--- config.mk ---
export PLATFORM = sky130hd
export DESIGN_NAME = addsub_pipe
export DESIGN_NICKNAME = d
export VERILOG_FILES = /design/src/rtl/addsub_pkg.sv /design/src/rtl/addsub_seg.sv /design/src/rtl/addsub_pipe.sv
export SDC_FILE = /design/constraint.sdc
export NUM_CORES = 1
export LEC_CHECK = 0
export ABC_AREA = 0
export CAP_MARGIN = 20
export CORE_MARGIN = 3
export CORE_UTILIZATION = 40
export CTS_CLUSTER_DIAMETER = 200
export DETAILED_ROUTE_END_ITERATION = 10
export DONT_BUFFER_PORTS = 1
export SYNTH_ARGS = -nofsm -noshare
export SYNTH_HDL_FRONTEND = slang
export SYNTH_SLANG_ARGS = --single-unit
export TNS_END_PERCENT = 50
--- constraint.sdc ---
create_clock -name clk -period 2.61 [get_ports clk]
set_input_delay 0.522 -clock clk [delete_from_list [all_inputs] [get_ports clk]]
set_output_delay 0.522 -clock clk [all_outputs]
set_load 0.005 [all_outputs]
--- src/rtl/addsub_pkg.sv ---
// Shared types for the carry-segmented pipelined adder/subtractor.
// Holds the operation encoding, the flag bundle and the flag derivation helper.
package addsub_pkg;

  typedef enum logic {
    OP_ADD = 1'b0,
    OP_SUB = 1'b1
  } op_e;

  typedef struct packed {
    logic cout;
    logic borrow;
    logic ovf;
    logic zero;
    logic neg;
  } addsub_flags_t;

  // b_msb is the MSB of the operand actually fed to the adder (B for ADD, ~B for SUB).
  function automatic addsub_flags_t derive_flags(
    input op_e  op,
    input logic carry,
    input logic a_msb,
    input logic b_msb,
    input logic r_msb,
    input logic zero_all
  );
    addsub_flags_t f;
    f.cout   = carry;
    f.borrow = (op == OP_SUB) && !carry;
    f.ovf    = (a_msb == b_msb) && (r_msb != a_msb);
    f.zero   = zero_all;
    f.neg    = r_msb;
    return f;
  endfunction

endpackage

--- src/rtl/addsub_seg.sv ---
// One SEG_W-bit slice of the pipelined adder: combinational add of the slice plus
// the registered sum, carry and running zero indication, all frozen while en is low.
module addsub_seg #(
  parameter int SEG_W = 8
) (
  input  logic             clk,
  input  logic             rst_n,
  input  logic             en,
  input  logic [SEG_W-1:0] a,
  input  logic [SEG_W-1:0] b,
  input  logic             cin,
  input  logic             zin,
  output logic [SEG_W-1:0] sum,
  output logic             cout,
  output logic             zout
);

  logic [SEG_W:0] total;

  assign total = {1'b0, a} + {1'b0, b} + {{SEG_W{1'b0}}, cin};

  always_ff @(posedge clk or negedge rst_n) begin
    if (!rst_n) begin
      sum  <= '0;
      cout <= 1'b0;
      zout <= 1'b0;
    end else if (en) begin
      sum  <= total[SEG_W-1:0];
      cout <= total[SEG_W];
      zout <= zin && (total[SEG_W-1:0] == '0);
    end
  end

endmodule

--- src/rtl/addsub_pipe.sv ---
// Pipelined integer adder/subtractor, one carry segment per stage, with valid/ready
// flow control and a full flag set derived from the last stage.
module addsub_pipe
  import addsub_pkg::*;
#(
  parameter int WIDTH  = 32,
  parameter int STAGES = 4
) (
  input  logic             clk,
  input  logic             rst_n,
  input  logic             in_valid,
  output logic             in_ready,
  input  op_e              op,
  input  logic [WIDTH-1:0] reg1,
  input  logic [WIDTH-1:0] reg2,
  output logic             out_valid,
  input  logic             out_ready,
  output logic [WIDTH-1:0] result,
  output logic             cout,
  output logic             borrow,
  output logic             ovf,
  output logic             zero,
  output logic             neg
);

  localparam int SEG_W = WIDTH / STAGES;

  if (WIDTH % STAGES != 0) begin : g_bad_cfg
    $error("addsub_pipe: WIDTH must be a multiple of STAGES");
  end

  logic                           stall;
  logic                           adv;
  logic                           accept;
  logic [WIDTH-1:0]               bx_in;
  logic [STAGES-1:0]              vld_q;
  op_e                            op_q [STAGES];
  logic [STAGES-1:0][WIDTH-1:0]   a_q;
  logic [STAGES-1:0][WIDTH-1:0]   bx_q;
  logic [STAGES-1:0][WIDTH-1:0]   skew_q;
  logic [STAGES-1:0][WIDTH-1:0]   res_cur;
  logic [STAGES-1:0][SEG_W-1:0]   seg_sum;
  logic [STAGES-1:0]              carry_q;
  logic [STAGES-1:0]              zero_q;
  addsub_flags_t                  flags;

  assign out_valid = vld_q[STAGES-1];
  assign stall     = out_valid && !out_ready;
  assign in_ready  = !stall;
  assign adv       = !stall;
  assign accept    = in_valid && in_ready;

  // Subtraction runs as A + ~B + 1; the +1 enters as the stage-0 carry-in.
  assign bx_in = (op == OP_SUB) ? ~reg2 : reg2;

  for (genvar k = 0; k < STAGES; k++) begin : g_seg
    logic [SEG_W-1:0] a_seg;
    logic [SEG_W-1:0] b_seg;
    logic             cin;
    logic             zin;

    if (k == 0) begin : g_first
      assign a_seg = reg1[SEG_W-1:0];
      assign b_seg = bx_in[SEG_W-1:0];
      assign cin   = (op == OP_SUB);
      assign zin   = 1'b1;
    end else begin : g_rest
      assign a_seg = a_q[k-1][k*SEG_W +: SEG_W];
      assign b_seg = bx_q[k-1][k*SEG_W +: SEG_W];
      assign cin   = carry_q[k-1];
      assign zin   = zero_q[k-1];
    end

    addsub_seg #(.SEG_W(SEG_W)) u_seg (
      .clk  (clk),
      .rst_n(rst_n),
      .en   (adv),
      .a    (a_seg),
      .b    (b_seg),
      .cin  (cin),
      .zin  (zin),
      .sum  (seg_sum[k]),
      .cout (carry_q[k]),
      .zout (zero_q[k])
    );
  end

  // Stage k's visible result: finished lower segments from the skew register
  // plus the segment it just produced. skew_q[0] stays zero.
  always_comb begin
    for (int k = 0; k < STAGES; k++) begin
      res_cur[k]                   = skew_q[k];
      res_cur[k][k*SEG_W +: SEG_W] = seg_sum[k];
    end
  end

  always_ff @(posedge clk or negedge rst_n) begin
    if (!rst_n) begin
      vld_q  <= '0;
      a_q    <= '0;
      bx_q   <= '0;
      skew_q <= '0;
      for (int k = 0; k < STAGES; k++) begin
        op_q[k] <= OP_ADD;
      end
    end else if (adv) begin
      vld_q[0] <= accept;
      op_q[0]  <= op;
      a_q[0]   <= reg1;
      bx_q[0]  <= bx_in;
      for (int k = 1; k < STAGES; k++) begin
        vld_q[k]  <= vld_q[k-1];
        op_q[k]   <= op_q[k-1];
        a_q[k]    <= a_q[k-1];
        bx_q[k]   <= bx_q[k-1];
        skew_q[k] <= res_cur[k-1];
      end
    end
  end

  assign result = res_cur[STAGES-1];

  assign flags = derive_flags(op_q[STAGES-1], carry_q[STAGES-1],
                              a_q[STAGES-1][WIDTH-1], bx_q[STAGES-1][WIDTH-1],
                              res_cur[STAGES-1][WIDTH-1], zero_q[STAGES-1]);

  assign cout   = flags.cout;
  assign borrow = flags.borrow;
  assign ovf    = flags.ovf;
  assign zero   = flags.zero;
  assign neg    = flags.neg;

endmodule

==> flow_metrics.py, run 1 <==
metrics = {
    "final_layout": {
        "final_common_cell": "nand2_1",
        "final_cell_mix": "451 x nand2_1, 194 x dfrtp_1, 59 x o21ai_0",
        "syn_to_final_growth_pct": 7.31,
        "nets": 1054,
        "stdcell_count": 1243,
        "n_antenna_cell": 0,
        "drive_gt1_share_pct": 5.30,
    },
    "timing": {
        "period_share_pct": 93.0,
        "timing.fmax_mhz": 412,
        "slew_headroom_pct": 68.2,
        "fin_setup_tns_ns": 0,
        "fin_worst_skew_ns": 0.00778,
        "slew_violations": 0,
        "finalWorstSetupSlack_ns": 0.182,
        "holdWs_ns": -0.216,
        "rsz0062_at_grt": "no",
        "worst_pin_slew_ns": 0.463,
        "setup_viol": 0,
        "finalHoldViolations": 194,
        "period_needed_ns": 2.43,
    },
    "global_routing": {
        "grt_pass1_wl_um": 30300,
        "grt_overflow_total": 0,
        "grt_max_degree": 195,
        "grt_usage_pct": 15.3,
        "antenna_found_initial": 0,
        "grt_pass1_vias": 5977,
    },
    "clock_tree": {
        "cts_sinks": 194,
        "cts_root_buf": "clkbuf_16",
        "clk_latency_ns": 0.43,
        "clockBufferDepth": 2,
        "cts_buffers": 17,
        "path_clk_slew_ns": 0.08,
        "cts-resized-gates": 0,
        "cts_tree": "built",
        "post_cts_buffers": 0,
        "htreeDepth": 4,
    },
    "place": {
        "pre_cts_slack_ns": 0.204,
        "dp_cells": 1211,
        "place_congestion": 0.833,
        "io_buffer_count": 0,
        "hpwl_um": 11900,
    },
    "logic_synthesis": {
        "netlist_area_mm2": 0.00901,
        "synth_fa_ha_area_share_pct": 5.44,
        "synth_top_family_by_area": "simple AND/OR/NAND/NOR gates",
        "syn-mean-instance-area_um2": 9.00,
        "synth-simple-area-share_pct": 21.9,
        "ys_async_sr_fraction_pct": 100,
        "synth.distinct_cells": 46,
        "synth-xor-area-share_pct": 4.86,
        "yosys_warnings": 24,
        "ys.flop_type": "dfrtp_1",
        "synth_fp_nets": 1105,
        "synth_compound_area_share_pct": 7.81,
        "ys_seq_area_share_pct": 53.9,
        "synthTopCellsByArea": "dfrtp_1 54%, nand2_1 19%, ha_1 3.9%",
        "synth_top_area_share_pct": 53.9,
        "synthMuxAreaShare_pct": 0.722,
        "yosys.area.top_type": "dfrtp_1",
        "synthCells": 1001,
        "synth-seq-cells": 194,
        "synth_edf_count": 0,
    },
    "setup_path": {
        "startpoint_type": "flip-flop",
        "cp_data_required_time_ns": 2.93,
        "crit_path_max_fanout": 3,
        "critPathCaptureType": "flip-flop",
        "worst_ep_arrival_time_ns": 2.75,
        "path_class": "reg2reg",
    },
    "min_path": {
        "min_path_type": "in2async",
    },
    "drt": {
        "vias_per_cell": 4.83,
        "num_vias": 6002,
        "initialDrtViolationCount": 367,
        "drc": 0,
        "totalWireLength_um": 17800,
        "ant_nets": 0,
        "wl_per_cell_um": 14.3,
        "first_pass_iters": 4,
    },
    "floorplan": {
        "core_area_mm2": 0.0220,
        "start_util_pct": 41.0,
        "die_x_um": 156,
        "pin_count": 108,
        "rows": 54,
        "die_h_um": 156,
        "die-area_mm2": 0.0244,
    },
    "status": {
        "status": "finished, violations left",
        "violations": "negative hold slack",
    },
    "pwr": {
        "leakage_nw": 4.76,
        "ir_drop_mv": 0.512,
        "power-per-cell-area_mw_per_mm2": 1250,
        "power_mw": 12.1,
    },
    "run": {
        "maxCapViolCount": 0,
    },
}
==> cell families after synthesis <==
family | after synthesis
DFF | 194
AOI/OAI and AO/OA | 118
buffers and inverters | 92
muxes | 6
adders and majority gates | 35
and+or+nand+nor | 506
xor gates and xnor gates | 50
==> report_power, final <==
group | switching [mW] | leakage [nW] | internal (mW) | total [mW]
sequential | 0.849 | 2.35 | 4.32 | 5.17
combinational | 2.42 | 2.10 | 1.69 | 4.10
clock | 1.25 | 0.313 | 1.56 | 2.81
total | 4.51 | 4.76 | 7.57 | 12.1
==> worst paths after layout <==
| check | from | endpoint | slack, ns | depth (start not counted) |
|---|---|---|---|---|
| setup reg to reg | a_q[88] | g_seg[3].u_seg.zout | 0.18 | 7 |
| hold / removal | rst_n | a_q[95] | -0.22 | 0 |
| max in group asynchronous | rst_n | g_seg[0].u_seg.zout | 2.63 | 0 |
| min in group clk | reg1[14] | a_q[14] | 0.20 | 2 |
| hold reg to reg | vld_q[2] | vld_q[2] | 0.47 | 2 |
| setup / recovery | a_q[88] | g_seg[3].u_seg.zout | 0.18 | 7 |
==> cell type report <==
cell class	instances	area (um^2)
clock inverter	15	220
tap	280	350
sequential	194	4850
timing repair buffer	8	85.1
inverter	14	55.1
clock buffer	17	425
fill	2152	12300
multi-input combinational	715	3680
==> registers in the layout, summed over array words and instances (netlist names) <==
signal and count:
g_seg.u_seg.zout 4, vld_q 4, g_seg.u_seg.sum 32, op_q 4, res_cur 24, g_seg.u_seg.cout 4, result 24, bx_q 49
a_q 49
==> per-layer routing <==
metal  routed length [um]  track usage (%)
met1                 8750             21.8
met2                 7760             22.7
met3                  977             4.33
met4                  283             4.92
met5                    0                0
==> cell usage after synthesis, types with 2 or more instances <==
master and number:
or3_1 2, o31a_1 3, buf_4 32, mux2_2 4, a21oi_1 24, a211oi_1 6
dfrtp_1 194, clkbuf_1 27, nand3_1 5, o211ai_1 2, xnor2_1 31, a21o_1 4
o21bai_1 2, inv_1 14, mux2i_1 2, nor3_1 3, nand4_1 2, o21a_1 4
nand4b_1 2, o21ai_0 59, fa_1 7, o31ai_1 3, buf_2 16, nand2b_1 2
ha_1 28, nor2b_1 3, nor2_1 30, xor2_1 19, nand2_1 451, buf_1 3
o41ai_1 2
==> critical path, stage by stage (launching register included) <==
cell and delay [ns]:
dfrtp_1 0.40, fa_1 0.48, fa_1 0.44, a211oi_1 0.27
o21a_1 0.20, nor2_1 0.06, xor2_1 0.14, o41ai_1 0.33
==> stage by stage <==
| stage | cell area, um^2 | util, % |
|---|---|---|
| global route | 9670 | 44.0 |
| finish | 9670 | 44.0 |
| global placement | 9020 | 41.1 |
| CTS | 9670 | 44.0 |
| detailed placement | 9020 | 41.1 |
| floorplan | 9010 | - |
Note: power is estimated with default switching activity, not from simulation.
==> inputs of run 2 (changes only) <==
--- a/config.mk
+++ b/config.mk
@@ -7,11 +7,14 @@
 export LEC_CHECK = 0
 export ABC_AREA = 0
 export CAP_MARGIN = 20
+export CELL_PAD_IN_SITES_DETAIL_PLACEMENT = 0
+export CELL_PAD_IN_SITES_GLOBAL_PLACEMENT = 1
 export CORE_MARGIN = 3
 export CORE_UTILIZATION = 40
 export CTS_CLUSTER_DIAMETER = 200
 export DETAILED_ROUTE_END_ITERATION = 10
 export DONT_BUFFER_PORTS = 1
+export PLACE_DENSITY_LB_ADDON = 0.1
 export SYNTH_ARGS = -nofsm -noshare
 export SYNTH_HDL_FRONTEND = slang
 export SYNTH_SLANG_ARGS = --single-unit
==> flow_metrics.py, run 2 (synthesis results as in run 1) <==
metrics = {
    "status": {
        "status": "finished, violations left",
        "violations": "negative hold slack",
    },
    "timing": {
        "slew_headroom_pct": 50.1,
        "setup_viol": 0,
        "fin_worst_skew_ns": 0.0103,
        "fin_setup_tns_ns": 0,
        "holdWs_ns": -0.217,
        "worst_pin_slew_ns": 0.749,
        "finalWorstSetupSlack_ns": 0.196,
        "timing.fmax_mhz": 414,
        "rsz0062_at_grt": "no",
        "period_share_pct": 92.5,
        "period_needed_ns": 2.41,
        "finalHoldViolations": 194,
        "slew_violations": 0,
    },
    "place": {
        "place_congestion": 0.790,
        "io_buffer_count": 0,
        "hpwl_um": 11900,
        "placed_area_mm2": 0.00900,
        "pre_cts_slack_ns": 0.212,
    },
    "setup_path": {
        "cp_data_required_time_ns": 2.97,
        "critPathCaptureType": "flip-flop",
        "r2r_end": "g_seg[2].u_seg.zout",
        "cp_slowest_stage_delay_ns": 0.47,
        "startpoint": "a_q[48]",
        "r2r-start": "a_q[48]",
        "worst_ep_arrival_time_ns": 2.78,
        "cp_slowest_cell": "fa_1",
        "ff2ff_setup_slack_ns": 0.20,
        "startpoint_type": "flip-flop",
        "path_class": "reg2reg",
        "reg2regPathDepth": 8,
        "crit_path_max_fanout": 3,
        "crit_chain": "fa_1, inv_1, fa_1, nor2b_4, o31a_1, o31a_1, a2111oi_2, a32o_2",
    },
    "run": {
        "maxCapViolCount": 0,
    },
    "global_routing": {
        "grt_usage_pct": 15.5,
        "grt_max_degree": 195,
        "grt_pass1_vias": 5993,
        "grt_overflow_total": 0,
        "antenna_found_initial": 0,
        "grt_pass1_wl_um": 30700,
    },
    "floorplan": {
        "core_area_mm2": 0.0220,
        "start_util_pct": 41.0,
        "pin_count": 108,
        "die_h_um": 156,
        "rows": 54,
        "die_x_um": 156,
        "die-area_mm2": 0.0244,
    },
    "drt": {
        "vias_per_cell": 4.77,
        "ant_nets": 0,
        "first_pass_iters": 4,
        "drc": 0,
        "wl_per_cell_um": 14.6,
        "initialDrtViolationCount": 369,
        "totalWireLength_um": 18100,
        "num_vias": 5927,
    },
    "final_layout": {
        "final_cell_mix": "451 x nand2_1, 194 x dfrtp_1, 59 x o21ai_0",
        "nets": 1053,
        "reg_top3": "a_q x49, bx_q x49, g_seg.u_seg.sum x32",
        "n_antenna_cell": 0,
        "drive_gt1_share_pct": 5.30,
        "syn_to_final_growth_pct": 6.57,
        "post-route-cell-area_mm2": 0.00960,
        "final_common_cell": "nand2_1",
    },
    "pwr": {
        "swShare_pct": 37.6,
        "pwr-share-comb_pct": 34.6,
        "p_seq_share_pct": 43.1,
        "power.switching_mw": 4.49,
        "pwr-share-clk_pct": 22.3,
        "ir_drop_mv": 0.499,
        "leakage_nw": 4.73,
        "power_mw": 12.0,
        "intPower_mw": 7.46,
        "power-per-cell-area_mw_per_mm2": 1240,
    },
    "clock_tree": {
        "htreeDepth": 4,
        "cts_tree": "built",
        "path_clk_slew_ns": 0.07,
        "clockBufferDepth": 2,
        "cts_sinks": 194,
        "post_cts_buffers": 0,
        "clk_latency_ns": 0.43,
        "cts_buffers": 17,
        "cts_root_buf": "clkbuf_16",
    },
    "min_path": {
        "min_path_type": "in2async",
    },
}
[run 2: cell types whose count changed in the layout (fill, tap and decap cells not counted), moves of 2 or more]
cell and change:
clkinv_2 +2, clkinv_4 +2, clkinv_8 -3, clkinvlp_4 +2
[run 2: how the worst max path moves through the flow]
| stage | end | slack, ns | cells past startpoint |
|---|---|---|---|
| after CTS | g_seg[2].u_seg.zout | 0.18 | 8 |
| after global placement | g_seg[2].u_seg.zout | 0.23 | 8 |
| after detailed placement | g_seg[2].u_seg.zout | 0.21 | 8 |
| after global routing | g_seg[2].u_seg.zout | 0.03 | 8 |
| after floorplan | g_seg[0].u_seg.zout | 0.09 | 10 |
| final | g_seg[2].u_seg.zout | 0.20 | 8 |
[run 2: repair_timing]
action                                  in CTS  in global routing
endpoints found under the hold margin      194                194
endpoints found under the setup margin       0                  1
gates resized for setup                      0                  1
[run 2: final cells by class]
| cell class | count | area, um^2 |
|---|---|---|
| fillers | 2291 | 12400 |
| multi-input cells | 715 | 3680 |
| well taps | 280 | 350 |
| clock buffers | 18 | 439 |
| clock inverters | 14 | 155 |
| repair buffers | 7 | 65.1 |
| inverters | 14 | 57.6 |
| flip-flops and latches | 194 | 4850 |
[run 2: stage by stage]
stage | std cells | util, %
final | 1242 | 43.7
after global routing | 1242 | 43.7
after CTS | 1242 | 43.7
after detailed placement | 1210 | 41.0
after global placement | 1210 | 41.0
after floorplan | 1001 | -
[run 2: power by group through the flow]
stage	Combinational, mW	Sequential, mW	Clock (mW)
6_report	4.14	5.15	2.66
5_1_grt	4.85	5.35	2.87
4_1_cts	4.22	5.19	2.74
3_5_place_dp	4.19	5.25	0
3_3_place_gp	4.17	5.21	0
2_1_floorplan	3.71	4.90	0
[run 2: critical path, delay by kind of cell (launching register included)]
kind	cells	cell delay, ns
AND/OR/NAND/NOR	1	0.05
buffers and inverters	1	0.09
adder cells (fa/ha/maj)	2	0.71
flip-flops	1	0.40
AO/OA/AOI/OAI	4	1.11
[run 2: routing by layer]
layer / global-route usage (%) / share of wire [%] / vias to the layer above
met3: 3.50 / 3.7 / 14
met1: 23.5 / 53 / 2762
li1: - / - / 3062
met4: 4.12 / 1.1 / 0
met2: 22.5 / 43 / 89
met5: 0 / 0 / -
==> inputs of run 3 (changes only) <==
--- a/config.mk
+++ b/config.mk
@@ -6,6 +6,7 @@
 export NUM_CORES = 1
 export LEC_CHECK = 0
 export ABC_AREA = 0
+export ABC_CLOCK_PERIOD_IN_PS = 2610
 export CAP_MARGIN = 20
 export CELL_PAD_IN_SITES_DETAIL_PLACEMENT = 0
 export CELL_PAD_IN_SITES_GLOBAL_PLACEMENT = 1
==> results of run 3 <==
Final layout, timing and power as in run 2 (identical DEF).
